[config.mk]
export PLATFORM = sky130hd
export DESIGN_NAME = mac_result_drain_flat
export DESIGN_NICKNAME = d
export VERILOG_FILES = /design/src/rtl/mac_result_drain_pkg.sv /design/src/rtl/mac_result_drain_if.sv /design/src/rtl/mac_result_drain_out_fifo2.sv /design/src/rtl/mac_result_drain.sv /design/src/flat_wrapper.sv
export SDC_FILE = /design/constraint.sdc
export NUM_CORES = 1
export LEC_CHECK = 0
export ABC_AREA = 1
export CAP_MARGIN = 0
export CORE_MARGIN = 5
export CORE_UTILIZATION = 51
export CTS_BUF_LIST = sky130_fd_sc_hd__clkbuf_4
export CTS_CLUSTER_DIAMETER = 150
export DETAILED_ROUTE_END_ITERATION = 7
export GPL_TIMING_DRIVEN = 0
export PLACE_DENSITY = 0.86
export SETUP_SLACK_MARGIN = 0.05
export SYNTH_ARGS = -nofsm -noshare
export SYNTH_HDL_FRONTEND = slang
export SYNTH_SLANG_ARGS = --single-unit
[constraint.sdc]
create_clock -name clk -period 2.39 [get_ports clk]
set_input_delay 0.478 -clock clk [delete_from_list [all_inputs] [get_ports clk]]
set_output_delay 0.478 -clock clk [all_outputs]
set_load 0.01 [all_outputs]
[src/rtl/mac_result_drain_pkg.sv]
// Shared widths, FSM state type and the accumulator quantizer for mac_result_drain.
// Build macro MAC_DRAIN_ROUND_EN: defined = round-half-up, undefined = truncation.
package mac_pkg;
  localparam int ACC_W = 39;
  localparam int OUT_W = 16;

  typedef enum logic {ACC = 1'b0, DRAIN = 1'b1} drain_state_t;

  typedef struct packed {
    logic             sat;
    logic [OUT_W-1:0] data;
  } quant_t;

  // One extra bit above the accumulator keeps the rounding add from overflowing.
  function automatic quant_t quant(input logic [ACC_W-1:0] y, input int shift);
    logic [ACC_W:0] ext;
    logic [ACC_W:0] sh;
    quant_t         r;
    ext = {1'b0, y};
`ifdef MAC_DRAIN_ROUND_EN
    if (shift > 0) begin
      ext = ext + ({{ACC_W{1'b0}}, 1'b1} << (shift - 1));
    end else begin
      ext = ext;
    end
`endif
    sh = ext >> shift;
    if (|sh[ACC_W:OUT_W]) begin
      r.sat  = 1'b1;
      r.data = {OUT_W{1'b1}};
    end else begin
      r.sat  = 1'b0;
      r.data = sh[OUT_W-1:0];
    end
    return r;
  endfunction
endpackage

[src/rtl/mac_result_drain_if.sv]
// Result handshake between the drain stage (master) and writeback logic (slave).
interface mac_result_drain_if;
  logic [mac_pkg::OUT_W-1:0] out_data;
  logic                      out_valid;
  logic                      out_ready;

  modport master (output out_data, output out_valid, input out_ready);
  modport slave  (input out_data, input out_valid, output out_ready);
endinterface

[src/rtl/mac_result_drain_out_fifo2.sv]
// Two-entry result FIFO; the head entry is a register that feeds out_data directly.
module out_fifo2 import mac_pkg::*; #(
  parameter int W = OUT_W
) (
  input  logic         clk,
  input  logic         R,
  input  logic         push,
  input  logic [W-1:0] din,
  input  logic         pop,
  output logic [W-1:0] dout,
  output logic         full,
  output logic         empty
);
  logic [W-1:0] head;
  logic [W-1:0] tail;
  logic         head_vld;
  logic         tail_vld;
  logic         push_ok;
  logic         pop_ok;

  assign push_ok = push & ~tail_vld;
  assign pop_ok  = pop & head_vld;
  assign dout    = head;
  assign full    = tail_vld;
  assign empty   = ~head_vld;

  // Occupancy is encoded by the two valid bits; tail is only ever valid behind a valid head.
  always_ff @(posedge clk) begin
    if (R) begin
      head     <= '0;
      tail     <= '0;
      head_vld <= 1'b0;
      tail_vld <= 1'b0;
    end else begin
      case ({push_ok, pop_ok})
        2'b01: begin
          head     <= tail;
          head_vld <= tail_vld;
          tail_vld <= 1'b0;
        end
        2'b10: begin
          if (!head_vld) begin
            head     <= din;
            head_vld <= 1'b1;
          end else begin
            tail     <= din;
            tail_vld <= 1'b1;
          end
        end
        2'b11: head <= din;
        default: head <= head;
      endcase
    end
  end
endmodule

[src/rtl/mac_result_drain.sv]
// Drain stage for the MAC: counts vector pairs, captures/clears the accumulator, quantizes, queues.
// Rounding is selected at build time by MAC_DRAIN_ROUND_EN (see mac_pkg::quant).
module mac_result_drain import mac_pkg::*; #(
  parameter int SHIFT = 8,
  parameter int LEN_W = 8
) (
  input  logic             clk,
  input  logic             R,
  input  logic             valid_in,
  input  logic [LEN_W-1:0] vec_len,
  input  logic [ACC_W-1:0] y,
  output logic             in_ready,
  output logic             acc_clr,
  output logic             sat_flag,
  mac_result_drain_if.master res
);
  localparam logic [LEN_W-1:0] ONE = {{(LEN_W-1){1'b0}}, 1'b1};

  drain_state_t     state;
  drain_state_t     state_nx;
  logic [LEN_W-1:0] cnt;
  logic [LEN_W-1:0] len_q;
  logic [LEN_W-1:0] len_live;
  logic [LEN_W-1:0] target;
  logic [LEN_W-1:0] cnt_inc;
  logic             last;
  logic             full;
  logic             empty;
  quant_t           q;

  assign q = quant(y, SHIFT);

  // State register
  always_ff @(posedge clk) begin
    if (R) begin
      state <= ACC;
    end else begin
      state <= state_nx;
    end
  end

  // Next state and handshake outputs; the first pair of a vector compares against the live length
  always_comb begin
    state_nx = state;
    in_ready = 1'b0;
    acc_clr  = 1'b0;
    last     = 1'b0;
    len_live = (vec_len == '0) ? ONE : vec_len;
    target   = (cnt == '0) ? len_live : len_q;
    cnt_inc  = cnt + ONE;
    case (state)
      ACC: begin
        in_ready = 1'b1;
        if (valid_in && (cnt_inc == target)) begin
          last     = 1'b1;
          state_nx = DRAIN;
        end else begin
          state_nx = ACC;
        end
      end
      DRAIN: begin
        acc_clr = ~full;
        if (!full) begin
          state_nx = ACC;
        end else begin
          state_nx = DRAIN;
        end
      end
      default: state_nx = ACC;
    endcase
  end

  // Pair counter and latched vector length
  always_ff @(posedge clk) begin
    if (R) begin
      cnt   <= '0;
      len_q <= ONE;
    end else if ((state == ACC) && valid_in) begin
      if (cnt == '0) begin
        len_q <= len_live;
      end else begin
        len_q <= len_q;
      end
      if (last) begin
        cnt <= '0;
      end else begin
        cnt <= cnt_inc;
      end
    end else begin
      cnt   <= cnt;
      len_q <= len_q;
    end
  end

  // Sticky saturation indicator, updated only on a capture
  always_ff @(posedge clk) begin
    if (R) begin
      sat_flag <= 1'b0;
    end else if (acc_clr && q.sat) begin
      sat_flag <= 1'b1;
    end else begin
      sat_flag <= sat_flag;
    end
  end

  out_fifo2 #(.W(OUT_W)) u_fifo (
    .clk   (clk),
    .R     (R),
    .push  (acc_clr),
    .din   (q.data),
    .pop   (res.out_valid & res.out_ready),
    .dout  (res.out_data),
    .full  (full),
    .empty (empty)
  );

  assign res.out_valid = ~empty;
endmodule

[src/flat_wrapper.sv]
// flat-port wrapper written by rule: the top's interface ports become plain ports
module mac_result_drain_flat import mac_pkg::*;
#(
  parameter int SHIFT = 8,
  parameter int LEN_W = 8
)
  (clk, R, valid_in, vec_len, y, in_ready, acc_clr, sat_flag, res_out_data, res_out_valid, res_out_ready);
  mac_result_drain_if res_i ();
  input  logic clk;
  input  logic R;
  input  logic valid_in;
  input  logic [LEN_W-1:0] vec_len;
  input  logic [ACC_W-1:0] y;
  output logic in_ready;
  output logic acc_clr;
  output logic sat_flag;
  output wire logic [$bits(res_i.out_data)-1:0] res_out_data;
  output wire logic [$bits(res_i.out_valid)-1:0] res_out_valid;
  input wire logic [$bits(res_i.out_ready)-1:0] res_out_ready;
  assign res_out_data = res_i.out_data;
  assign res_out_valid = res_i.out_valid;
  assign res_i.out_ready = res_out_ready;
  mac_result_drain #(.SHIFT(SHIFT), .LEN_W(LEN_W)) u_core (.clk(clk), .R(R), .valid_in(valid_in), .vec_len(vec_len), .y(y), .in_ready(in_ready), .acc_clr(acc_clr), .sat_flag(sat_flag), .res(res_i));
endmodule
==> results of run 1 <==
==> report_power, final <==
part | total, mW | internal, mW | leakage (nW) | switching [mW]
clock | 0.391 | 0.124 | 0.0293 | 0.267
combinational | 0.254 | 0.123 | 1.04 | 0.131
sequential | 0.894 | 0.883 | 0.421 | 0.0112
==> path summary, 6_finish.rpt <==
kind,endpoint,slack [ns],cells after the start
hold / removal,u_core.cnt[5],0.47,2
setup reg to reg,u_core.u_fifo.dout[9],0.34,7
setup / recovery,acc_clr,0.18,3
hold reg to reg,u_core.u_fifo.dout[2],0.48,2
==> timing repair <==
item | CTS | global route
endpoints found under the setup margin | 1 | 1
setup buffers | 0 | 4
pin swaps | 0 | 1
hold buffers | 0 | 0
gates resized for setup | 0 | 0
==> metrics by stage <==
stage	utilization, %	area (µm²)	power [mW]	worst slack, ns	hold WS, ns
final	68.4	3540	1.54	0.176	0.472
after global routing	68.4	3540	1.61	0.0984	0.484
after CTS	67.9	3510	1.54	0.0949	0.472
after detailed placement	66.8	3460	1.16	0.121	0.471
after global placement	66.8	3460	1.16	0.195	0.454
after floorplan	-	2760	1.05	0.487	0.443
==> cells by family after synthesis <==
| kind of cell | count (synthesis) | share of synthesized area, % |
|---|---|---|
| compound gates | 93 | 19.0 |
| xor+xnor | 5 | 1.59 |
| fa+ha+maj | 4 | 1.81 |
| buf+inv | 78 | 11.5 |
| flops | 52 | 37.7 |
| simple gates | 183 | 28.3 |
==> area by class of cell <==
type / instances / area [µm²]
Buffer: 21 / 104
Inverter: 56 / 210
Clock inverter: 2 / 11.3
Clock buffer: 6 / 45.0
Sequential cell: 52 / 1040
Multi-Input combinational cell: 285 / 1400
Tap cell: 70 / 87.6
Fill cell: 457 / 1630
Timing Repair Buffer: 65 / 641
==> sequential cells by signal, summed over array words and instances, names as in the netlist <==
signal and cells:
u_core.u_fifo.head_vld 1, u_core.u_fifo.dout 16, u_core.u_fifo.full 1, u_core.state 1, u_core.len_q 8, u_core.cnt 8, u_core.sat_flag 1, u_core.u_fifo.tail 16
==> layer usage <==
metal / track usage [%] / up-vias
li1: - / 1487
met3: 3.85 / 15
met1: 24.5 / 1327
met4: 5.85 / 0
met2: 39.5 / 107
met5: 0 / -
==> placed cells by master (no fill, tap or decap) <==
| cell type | instances |
|---|---|
| nand2_1 | 122 |
| clkdlybuf4s50_1 | 61 |
| inv_1 | 52 |
| dfxtp_1 | 52 |
| o21ai_0 | 38 |
| a31oi_1 | 32 |
| nor2_1 | 25 |
| nand3_1 | 19 |
| clkbuf_1 | 13 |
| a21oi_1 | 13 |
| clkbuf_4 | 6 |
| nor2_2 | 5 |
| buf_4 | 5 |
| buf_2 | 5 |
| o211ai_1 | 5 |
| ha_1 | 4 |
| nor2_4 | 3 |
| inv_2 | 3 |
| o21ai_1 | 3 |
| xor2_1 | 3 |
| buf_6 | 2 |
| nor3_1 | 2 |
| xnor2_1 | 2 |
| nand2_2 | 2 |
| clkinv_1 | 2 |
| nand3b_1 | 1 |
| nand3_2 | 1 |
| nand3_4 | 1 |
| nor4_1 | 1 |
| nand4_1 | 1 |
| a21oi_2 | 1 |
| a211oi_1 | 1 |
| clkinvlp_4 | 1 |
==> worst register-to-register path, cell delays in order, from the launching register on <==
cell,delay [ns]
dfxtp_1,0.36
inv_1,0.09
nor2_4,0.31
buf_4,0.21
inv_2,0.09
o21ai_1,0.29
clkbuf_1,0.39
a31oi_1,0.17
==> impl_results.md, run 1 <==
- Slowest cell delay on critical path: 0.61 ns
- Initial core utilization: 53.3%
- Max Clk Rate: 452 MHz
- Metal3 WL: 486 µm
- CTS buffer count: 5
- Drt total wl: 7440 µm
- Layout cells sized above 1: 7.19%
- DRT antenna net count: 0
- Clock slew at reported path FFs: 0.15 ns
- Setup crit start: u_core.state
- DR iter-0 viols: 160
- Fin crit period: around 2.2 ns
- Clk_lat worst skew: 0.36 ns
- Metal2 WL: 3780 µm
- Synth top area share: 37.7%
- Clock Root Buffer: clkbuf_4
- Global route overflow: 0
- Count leader, synth: nand2_1
- Status: complete, no violations
- Htree depth: 2
- Worst-path fanout max: 14
- Syn nets: between 400 and 500
- Syn Inst Count: 415
- Worst R2R Start: u_core.state
- Final layout net count: 541
- Drt wl/cell: roughly 13 µm
- Kind of critical path: reg -> out
- Slew @ Worst Pin: about 0.48 ns
- Post-synth EDFFs: 0
- Power Density: 435 nW/µm²
- Mapped cell area: 2760 µm²
- Hold_sp: R
- Max-slew violations: 0
- Worst setup SP type: flop
- Worst-path cell chain: inv_1 -> nor2_4 -> clkdlybuf4s50_1
- Hpwl dp: 5650 µm
- Die area: ~7000 µm²
- Synth Flop Type: dfxtp_1
- WP data required: 1.91 ns
- GP Congestion: 0.889
- Post-synth top cells: nand2_1 (122), dfxtp_1 (52), inv_1 (52), o21ai_0 (38), a31oi_1 (32)
- RSZ-0062 raised after global routing: no
- Top sig layer: met4
- Post-route clock skew: about 0.012 ns
- Via count of the first global-routing pass: 2806
- Worst Path Buf+Inv: 2
- Setup_tns: 0 ns
- Area Growth Syn to Fin: 28.3%
- Avg Inst Size Synth: approximately 6.6 µm²
- Hold crit path type: in -> reg
- Tot GR Track Use: between 20% and 30%
- Initial antenna violation count: 0
- Final number of setup-violating endpoints: 0
- # rows: 26
- #FFs+latches synth: 52
- First-pass GRT wire length: 12400 µm
- Synth cell types: 30
- Largest net degree at the start of global routing: 20
- Fin. Hold Viols: 0
- Met1 WL: 3060 µm
- Syn. warnings: 0
- CP max-delay cell: clkdlybuf4s50_1
- CTS tree: built
- Ports: 71
- Port bufs: 61
- Routed vias/inst: 5.27
- Tcrit/Tclk final: 92.6%
- Inst Count DP: approximately 550
- Peak VDD IR: 309 µV
- DRC: 0
- Ant diodes: 0
- Crit-path leading delay family: buffers and inverters
- Via count of the routed design: 2936
- Pleak: between 1 and 1.5 nW
- Total clock sinks: 52
- Post-route insts no fill: 557
- Die Wd: 83.6 µm
- Die Ht: approximately 84 µm
- Synth area leaders: dfxtp_1 (38%), nand2_1 (17%), a31oi_1 (7.3%), inv_1 (7.1%), o21ai_0 (6.9%)
- Clk buf depth: 2
- Maxcap violations: 0
- Largest area contributor in the netlist: dfxtp_1
- DR pass1 iterations: 7
- Crit path DAT: about 1.7 ns
- Worst rel slew slack: about two thirds
- Sequential share of the synthesized area: 37.7%
- Core Area: just over 5000 µm²
- Worst setup EP type: output port
- Async SR Flop Fraction: 0%
(Power assumes the default switching activity.)
==> run 2: changes to the inputs <==
--- a/config.mk
+++ b/config.mk
@@ -10,7 +10,7 @@
 export CORE_MARGIN = 5
 export CORE_UTILIZATION = 51
 export CTS_BUF_LIST = sky130_fd_sc_hd__clkbuf_4
-export CTS_CLUSTER_DIAMETER = 150
+export CTS_CLUSTER_DIAMETER = 40
 export DETAILED_ROUTE_END_ITERATION = 7
 export GPL_TIMING_DRIVEN = 0
 export PLACE_DENSITY = 0.86
==> results of run 2 <==
Final layout, timing and power as in run 1 (identical DEF).
==> patch, RTL diff (flow settings as in run 1) <==
`OUT_W`: 16 -> 14.
--- a/src/rtl/mac_result_drain_pkg.sv
+++ b/src/rtl/mac_result_drain_pkg.sv
@@ -2,7 +2,7 @@
 // Build macro MAC_DRAIN_ROUND_EN: defined = round-half-up, undefined = truncation.
 package mac_pkg;
   localparam int ACC_W = 39;
-  localparam int OUT_W = 16;
+  localparam int OUT_W = 14;
 
   typedef enum logic {ACC = 1'b0, DRAIN = 1'b1} drain_state_t;
 
Ports: changed (resized res_out_data); port bits go from 71 to 69. The function was not compared with the original's and may differ.
==> patch against run 1 <==
- hold slack better by 19 ps
- largest power group unchanged
- first-iteration DRC count up 49%
- combinational power down 5%
- maximum frequency up 1.4%
- wire length down 5.8%
- design area down 8.3%
- cell count down 8.4%
- total power down 6.0%
- largest cell class unchanged
- critical path depth up 1
- worst setup slack better by 31 ps
- synthesized area down 9.7%
- sequential cell count down 4
==> patch: results (changes against run 1) <==
Synth
  • Syn nets: 430 (was 470)
  • Mean post-synth cell area: 6.65 um2 (about the same)
  • Synth area leaders: dfxtp_1 (39%), nand2_1 (14%), o21ai_0 (9.6%), nor2_1 (6.2%), inv_1 (5.3%) (was dfxtp_1 (38%), nand2_1 (17%), a31oi_1 (7.3%), inv_1 (7.1%), o21ai_0 (6.9%))
  • Count of different cell masters after synthesis: 29 (was 30)
  • YS warnings: 0 (unchanged)
  • Most frequent cells after synthesis: nand2_1 (91), dfxtp_1 (48), o21ai_0 (48), nor2_1 (41), inv_1 (35) (was nand2_1 (122), dfxtp_1 (52), inv_1 (52), o21ai_0 (38), a31oi_1 (32))
  • Register area share after synthesis: 38.6% (was 37.7%)

Min path
  • Min-delay src: u_core.u_fifo.tail[7] (was R)
  • Worst min path class: register to register (was input port to register)

Placement
  • PortBufs: 59 (was 61)
  • Final GP Congestion: 0.867 (was 0.889)
  • Final HPWL DP: 5.22 mm (was 5.65 mm)
  • Inst Count DP: 501 (was 546)

Finish
  • FILL cells: 403 (was 457)
  • Proportion of layout cells with a drive suffix above 1: 7.67% (was 7.19%)
  • Finished Layout Cells: 510 (was 557)
  • NumNets Final: 497 (was 541)

STA
  • Worst slew pin tran: 509 ps (was 484 ps)
  • Skew final: 6.63 ps (was 11.7 ps)
  • Worst hold slack: 491 ps (was 472 ps)

Setup path
  • FF-to-FF setup slack: 400 ps (was 340 ps)
  • Worst path top cell family by delay: buffers and inverters (unchanged)
  • Worst Reg-to-Reg Cells: 9 (was 7)
  • Capturing point of the worst reg2reg path: u_core.u_fifo.tail[9] (was u_core.u_fifo.dout[9])
  • Crit-path max FO: 11 (was 14)
  • Worst EP arrival: 1710 ps (was 1740 ps)

Global routing
  • First-pass GRT wire length: 11.7 mm (was 12.4 mm)
  • Largest net degree at the start of global routing: 16 (was 20)
  • Overall global routing resource usage: 23.2% (was 21.1%)
  • Vias in the first global route: 2566 (was 2806)

Clock network
  • Worst-path clk slew: between 100 and 150 ps
  • Clk root buf: clkbuf_4 (unchanged)

Drt
  • DRT iter0 DRCs: 238 (was 160)
  • Final wirelength: 7.01 mm (was 7.44 mm)

Run status
  • Outcome: finished, final reports clean (unchanged)

Power and ir drop
  • Pleak: 1.37 nW (was 1.49 nW)
==> patch: final cells by class <==
class / count / area (um2) / area share, %
flip-flops and latches: 48 / 961 / 29.6
well taps: 67 / 83.8 / 2.58
clock buffers: 5 / 37.5 / 1.16
inverters: 40 / 150 / 4.62
multi-input cells: 269 / 1310 / 40.3
clock inverters: 3 / 18.8 / 0.578
plain buffers: 18 / 88.8 / 2.74
repair buffers: 60 / 598 / 18.4
==> patch: where the power goes <==
part / leakage, nW / internal, mW / total, mW / switching (mW)
Clock: 0.0349 / 0.114 / 0.378 / 0.264
Combinational: 0.950 / 0.117 / 0.241 / 0.123
Sequential: 0.389 / 0.816 / 0.828 / 0.0121
Total: 1.37 / 1.05 / 1.45 / 0.400
==> patch: per-layer routing <==
layer  up-vias  GRT usage (%)  wire length, um
li1       1354              -                -
met1      1224           29.7             3140
met2        82           39.2             3350
met3        15           4.40              380
met4         0           7.26              140
met5         -              0                0
==> patch: repair_timing <==
item / 4_1_cts / 5_1_grt
gates resized for setup: 4 / 2
pin swaps: 0 / 1
setup buffers: 0 / 1
setup endpoints to repair: 11 / 11
==> patch: through the flow <==
stage | setup TNS [ps] | area [um2] | worst slack (ps)
floorplan | 0 | 2490 | 420
global placement | -1070 | 3170 | -114
detailed placement | -1570 | 3170 | -173
CTS | 0 | 3240 | 87.8
global route | 0 | 3250 | 146
finish | 0 | 3250 | 207
==> patch: worst max path at each step <==
stage | startpoint | to | slack (ps) | cells after the start
after floorplan | u_core.state | u_core.u_fifo.tail[10] | 420 | 9
after global placement | u_core.state | u_core.u_fifo.tail[3] | -110 | 9
after detailed placement | u_core.state | u_core.u_fifo.tail[9] | -170 | 9
after CTS | u_core.state | acc_clr | 90 | 4
after global routing | u_core.state | acc_clr | 150 | 4
final | u_core.state | acc_clr | 210 | 4
==> patch: logic make-up (layout without fill, tap and decap cells) <==
family                   after synthesis  after routing  synth area share (%)
AO/OA/AOI/OAI                         94             94                  20.3
XOR/XNOR                               2              2                 0.703
adder cells (fa/ha/maj)                4              4                  2.01
buffers and inverters                 58            126                  9.14
flip-flops                            48             48                  38.6
AND/OR/NAND/NOR                      169            169                  29.3
==> patch: worst reg2reg max path, stage by stage (launching register included) <==
cell and delay (ps):
dfxtp_1 370, inv_1 110, nor2_4 150, clkbuf_8 180, ha_1 200, nand2_1 60
inv_1 70, clkbuf_1 320, clkbuf_2 330, a21oi_1 120
